File: src/rtl/serial_adder_ctrl_pkg.sv
// serial_adder_pkg: shared state encoding and default width for the bit-serial adder
package serial_adder_pkg;
  typedef enum logic [1:0] {IDLE = 2'd0, SHIFT = 2'd1, DONE = 2'd2} state_t;
  localparam int DEFAULT_WIDTH = 8;
endpackage

File: src/rtl/serial_adder_ctrl_if.sv
// serial_adder_ctrl_if: start/operand/result bundle; ovf present only with SERIAL_ADDER_CTRL_OVF_EN
interface serial_adder_ctrl_if
  import serial_adder_pkg::*;
#(
  parameter int WIDTH = DEFAULT_WIDTH
);
  logic             start;
  logic [WIDTH-1:0] a;
  logic [WIDTH-1:0] b;
  logic             ci;
  logic             busy;
  logic             done;
  logic [WIDTH-1:0] sum;
  logic             co;
`ifdef SERIAL_ADDER_CTRL_OVF_EN
  logic             ovf;
`endif
  modport master (
    output start, a, b, ci,
`ifdef SERIAL_ADDER_CTRL_OVF_EN
    input ovf,
`endif
    input busy, done, sum, co
  );
  modport slave (
    input start, a, b, ci,
`ifdef SERIAL_ADDER_CTRL_OVF_EN
    output ovf,
`endif
    output busy, done, sum, co
  );
endinterface

File: src/rtl/serial_adder_ctrl_fa_bit.sv
// fa_bit: combinational one-bit full adder
module fa_bit (
  input  logic a,
  input  logic b,
  input  logic ci,
  output logic s,
  output logic co
);
  assign s  = a ^ b ^ ci;
  assign co = (a & b) | (ci & (a ^ b));
endmodule

File: src/rtl/serial_adder_ctrl.sv
// serial_adder_ctrl: bit-serial adder controller, one bit per clock; SERIAL_ADDER_CTRL_OVF_EN adds ovf
module serial_adder_ctrl
  import serial_adder_pkg::*;
#(
  parameter int WIDTH = DEFAULT_WIDTH
) (
  input logic                clk,
  input logic                rst_n,
  serial_adder_ctrl_if.slave bus
);
  localparam int CNT_W = $clog2(WIDTH);
  localparam logic [CNT_W-1:0] LAST = CNT_W'(WIDTH - 1);
  state_t           r_state;
  logic [WIDTH-1:0] r_a;
  logic [WIDTH-1:0] r_b;
  logic             r_c;
  logic [CNT_W-1:0] r_cnt;
  logic [WIDTH-1:0] r_sum_sr;
  logic [WIDTH-1:0] r_sum;
  logic             r_co;
  logic             r_busy;
  logic             r_done;
  logic             w_s;
  logic             w_co;
  logic [WIDTH-1:0] w_sum_next;
`ifdef SERIAL_ADDER_CTRL_OVF_EN
  logic             r_ovf;
  assign bus.ovf = r_ovf;
`endif

  fa_bit u_fa (
    .a (r_a[0]),
    .b (r_b[0]),
    .ci(r_c),
    .s (w_s),
    .co(w_co)
  );

  assign w_sum_next = {w_s, r_sum_sr[WIDTH-1:1]};
  assign bus.busy   = r_busy;
  assign bus.done   = r_done;
  assign bus.sum    = r_sum;
  assign bus.co     = r_co;

  // Controller: load on accepted start, shift one bit pair per edge, publish result on the last bit
  always_ff @(posedge clk) begin
    if (!rst_n) begin
      r_state  <= IDLE;
      r_a      <= '0;
      r_b      <= '0;
      r_c      <= 1'b0;
      r_cnt    <= '0;
      r_sum_sr <= '0;
      r_sum    <= '0;
      r_co     <= 1'b0;
      r_busy   <= 1'b0;
      r_done   <= 1'b0;
`ifdef SERIAL_ADDER_CTRL_OVF_EN
      r_ovf    <= 1'b0;
`endif
    end else begin
      r_done <= 1'b0;
      case (r_state)
        IDLE, DONE: begin
          if (bus.start) begin
            r_a      <= bus.a;
            r_b      <= bus.b;
            r_c      <= bus.ci;
            r_cnt    <= '0;
            r_sum_sr <= '0;
            r_busy   <= 1'b1;
            r_state  <= SHIFT;
          end else begin
            r_state  <= IDLE;
          end
        end
        SHIFT: begin
          r_c      <= w_co;
          r_sum_sr <= w_sum_next;
          r_a      <= r_a >> 1;
          r_b      <= r_b >> 1;
          r_cnt    <= r_cnt + CNT_W'(1);
          if (r_cnt == LAST) begin
            r_sum   <= w_sum_next;
            r_co    <= w_co;
`ifdef SERIAL_ADDER_CTRL_OVF_EN
            r_ovf   <= r_c ^ w_co;
`endif
            r_busy  <= 1'b0;
            r_done  <= 1'b1;
            r_state <= DONE;
          end
        end
        default: r_state <= IDLE;
      endcase
    end
  end
endmodule
File: src/flat_wrapper.sv
// flat-port wrapper written by rule: the top's interface ports become plain ports
module serial_adder_ctrl_flat import serial_adder_pkg::*;
#(
  parameter int WIDTH = DEFAULT_WIDTH
)
  (clk, rst_n, bus_start, bus_a, bus_b, bus_ci, bus_busy, bus_done, bus_sum, bus_co);
  serial_adder_ctrl_if #(.WIDTH(WIDTH)) bus_i ();
  input logic clk;
  input logic rst_n;
  input wire logic [$bits(bus_i.start)-1:0] bus_start;
  input wire logic [$bits(bus_i.a)-1:0] bus_a;
  input wire logic [$bits(bus_i.b)-1:0] bus_b;
  input wire logic [$bits(bus_i.ci)-1:0] bus_ci;
  output wire logic [$bits(bus_i.busy)-1:0] bus_busy;
  output wire logic [$bits(bus_i.done)-1:0] bus_done;
  output wire logic [$bits(bus_i.sum)-1:0] bus_sum;
  output wire logic [$bits(bus_i.co)-1:0] bus_co;
  assign bus_i.start = bus_start;
  assign bus_i.a = bus_a;
  assign bus_i.b = bus_b;
  assign bus_i.ci = bus_ci;
  assign bus_busy = bus_i.busy;
  assign bus_done = bus_i.done;
  assign bus_sum = bus_i.sum;
  assign bus_co = bus_i.co;
  serial_adder_ctrl #(.WIDTH(WIDTH)) u_core (.clk(clk), .rst_n(rst_n), .bus(bus_i));
endmodule
File: config.mk
export PLATFORM = sky130hd
export DESIGN_NAME = serial_adder_ctrl_flat
export DESIGN_NICKNAME = d
export VERILOG_FILES = /design/src/rtl/serial_adder_ctrl_pkg.sv /design/src/rtl/serial_adder_ctrl_if.sv /design/src/rtl/serial_adder_ctrl_fa_bit.sv /design/src/rtl/serial_adder_ctrl.sv /design/src/flat_wrapper.sv
export SDC_FILE = /design/constraint.sdc
export NUM_CORES = 1
export LEC_CHECK = 0
export CAP_MARGIN = 20
export CORE_ASPECT_RATIO = 0.5
export CORE_MARGIN = 2
export CORE_UTILIZATION = 51
export DETAILED_ROUTE_END_ITERATION = 8
export GPL_TIMING_DRIVEN = 0
export PLACE_DENSITY = 0.78
export SLEW_MARGIN = 0
export SYNTH_ARGS = -nofsm -noshare
export SYNTH_HDL_FRONTEND = slang
export SYNTH_SLANG_ARGS = --single-unit
File: constraint.sdc
create_clock -name clk -period 1.9 [get_ports clk]
set_input_delay 0.285 -clock clk [delete_from_list [all_inputs] [get_ports clk]]
set_output_delay 0.285 -clock clk [all_outputs]
set_load 0.02 [all_outputs]
==> flow_metrics.env <==
export IMPL_syn_inst=195
export IMPL_start_kind="flip-flop"
export IMPL_period_share_pct=85.5
export IMPL_portBuffers=29
export IMPL_synth_seq_cells=40
export IMPL_drt_iter0_markers=79
export IMPL_area_growth_pct=26.0
export IMPL_fin_crit_ps=1620
export IMPL_power_density_nw_per_um2=811
export IMPL_max_clock_path_buffers=2
export IMPL_grt_pass1_vias=1255
export IMPL_cp_arrival_ps=1820
export IMPL_grt_max_degree=12
export IMPL_drc=0
export IMPL_die_area_um2=3740
export IMPL_gp_congestion=0.791
export IMPL_reg2reg_slack_ps=280
export IMPL_finClkSkew_ps=3.57
export IMPL_relSlewSlack_pct=73.3
export IMPL_nets=255
export IMPL_hold_end="u_core.r_b[1]"
export IMPL_fmax_mhz=616
export IMPL_ant_nets=0
export IMPL_hp_class="in -> reg"
export IMPL_r2r_start="u_core.r_cnt[0]"
export IMPL_status="complete, no violations"
export IMPL_synth_top_cell_by_area="dfxtp_1"
export IMPL_slew_violations=0
export IMPL_clkTransAtPathRegs_ps=70
export IMPL_peakVddDrop_mv=0.434
export IMPL_synth_cell_types=23
export IMPL_cts_buffers=5
export IMPL_grt_use_met1_pct=26.2
export IMPL_cts_sinks=40
export IMPL_cp_required_ps=2100
export IMPL_wl_um=3340
export IMPL_core_um2=3050
export IMPL_crit_fanout=10
export IMPL_grt_overflow=0
export IMPL_hpwl_um=2300
export IMPL_syn_cell_area_um2=1650
export IMPL_synth_seq_area_share_pct=48.4
export IMPL_min_from="rst_n"
export IMPL_h_tree_depth=2
export IMPL_final_cells=272
export IMPL_grt_first_pass_wirelength_um=5740
export IMPL_worstRegToRegCells=6
export IMPL_clock_root_buffer="clkbuf_8"
export IMPL_avgSynthCellArea_um2=8.48
export IMPL_crit_path_end_kind="flip-flop"
export IMPL_antenna_found_initial=0
export IMPL_ctsResizeCount=0
export IMPL_drt_pass1_iterations=4
export IMPL_rsz0062_at_grt="no"
export IMPL_grt_total_usage_pct=20.0
export IMPL_tightestPinTransition_ps=400
export IMPL_clkLatencyLatePin_ps=290
export IMPL_antenna_diode_count=0
export IMPL_dp_cells=264
export IMPL_hold_viol=0
export IMPL_fp_dieH_um=44.3
export IMPL_ctsHoldBuffers=0
export IMPL_drive_above_1_share_pct=7.76
export IMPL_postCtsSetupBuffers=0
export IMPL_yosysWarnings=0
export IMPL_met2_usage_pct=31.3
export IMPL_netlist_top_cells_area="dfxtp_1 (48%), nand2_1 (11%), a21boi_0 (6.8%)"
export IMPL_p_leak_uw=0.000769
export IMPL_wl_per_cell_um=12.3
export IMPL_synth_top_area_share_pct=48.4
export IMPL_setup_viol=0
export IMPL_initial_core_util_pct=54.2
export IMPL_die_width_um=84.5
export IMPL_min_path_cells=3
export IMPL_r2r_end="u_core.bus.sum[2]"
export IMPL_vias=1425
export IMPL_cts_tree="built"
export IMPL_tns_ps=0
export IMPL_gr_max_usage_layer="met2"
export IMPL_num_rows=14
export IMPL_io_pins=31
export IMPL_use_met3_pct=5.60
export IMPL_vias_per_cell=5.24
export IMPL_timing_max_cap_violations=0
export IMPL_crit_type="reg -> reg"
export IMPL_syn_nets=219
how the worst max path moves through the flow:
stage                                   end             from  cells after the start  slack [ps]
final                     u_core.bus.sum[2]  u_core.r_cnt[0]                      6         280
after global routing        u_core.bus.busy  u_core.r_cnt[0]                      6          80
after CTS                 u_core.bus.sum[2]  u_core.r_cnt[0]                      6         210
after floorplan             u_core.bus.busy  u_core.r_cnt[0]                      6         530
after detailed placement  u_core.bus.sum[2]  u_core.r_cnt[0]                      6         220
after global placement      u_core.bus.busy  u_core.r_cnt[0]                      6         280
worst max-delay path, cell delays in order, from the launching register on:
cell	delay, ps
dfxtp_1	330
ha_1	220
ha_1	170
buf_2	180
nand3b_1	330
nand2_1	90
a21boi_0	210
cells by family (layout without fill, tap and decap cells):
group | count (synthesis) | after routing | share of synthesized area, %
compound gates | 53 | 53 | 20.4
fa+ha+maj | 4 | 4 | 3.48
buf+inv | 17 | 54 | 6.13
flops | 40 | 40 | 48.4
simple gates | 81 | 81 | 21.6
layout make-up:
class,count,area (um^2)
flip-flops and latches,40,801
well taps,40,50.0
clock buffers,8,90.1
multi-input cells,138,751
repair buffers,29,290
fillers,257,965
plain buffers,17,101
flip-flops by register name, indices dropped and copies added, names as in the netlist:
register and flops:
u_core.bus.sum 8, u_core.bus.done 1, u_core.r_sum_sr 7, u_core.r_b 8, u_core.r_a 8, u_core.bus.busy 1
u_core.r_cnt 3, u_core.r_state 2, u_core.bus.co 1, u_core.r_c 1
synth_stat cells, drive strengths merged:
master  count
nand2      50
dfxtp      40
a21boi     20
nand3      20
o21ai      16
a31oi      15
buf        11
clkbuf      6
and3        3
ha          3
nand2b      2
nor2b       2
a21oi       1
and2        1
and2b       1
fa          1
nand3b      1
nor2        1
o21a        1
metrics by stage:
step	hold slack, ps	area (um^2)	setup slack [ps]	util (%)	power (uW)
2_1_floorplan	420	1650	535	-	1050
3_3_place_gp	452	1990	277	65.4	1130
3_5_place_dp	459	1990	224	65.4	1130
4_1_cts	384	2080	210	68.3	1710
5_1_grt	421	2080	83.5	68.3	1760
6_report	382	2080	275	68.3	1690
cell usage in the layout (no fill, tap or decap):
cell type        instances
buf_4                    4
nand2b_1                 2
nand3b_1                 1
a21boi_0                15
buf_2                    5
a21boi_1                 5
a21oi_1                  1
a31oi_1                 15
buf_6                    2
nor2_1                   1
and2b_1                  1
ha_1                     3
dfxtp_1                 40
o21a_1                   1
clkbuf_2                 1
nor2b_1                  2
nand2_1                 50
and2_1                   1
clkdlybuf4s50_1         29
nand3_1                 20
clkbuf_1                 7
o21ai_0                 16
and3_1                   3
clkbuf_8                 6
fa_1                     1
report_power, final:
part,switching (uW),total [uW],leakage [uW],internal [uW]
Combinational,111,214,0.000397,103
Clock,276,572,0.0000455,296
Sequential,22.7,903,0.000327,880
per-layer routing:
layer  vias up  routed length (um)
met4         0                  45
met1       648                1690
met2        35                1460
met5         -                   0
met3         4                 146
li1        738                   -
Note: power is estimated with default switching activity, not from simulation.
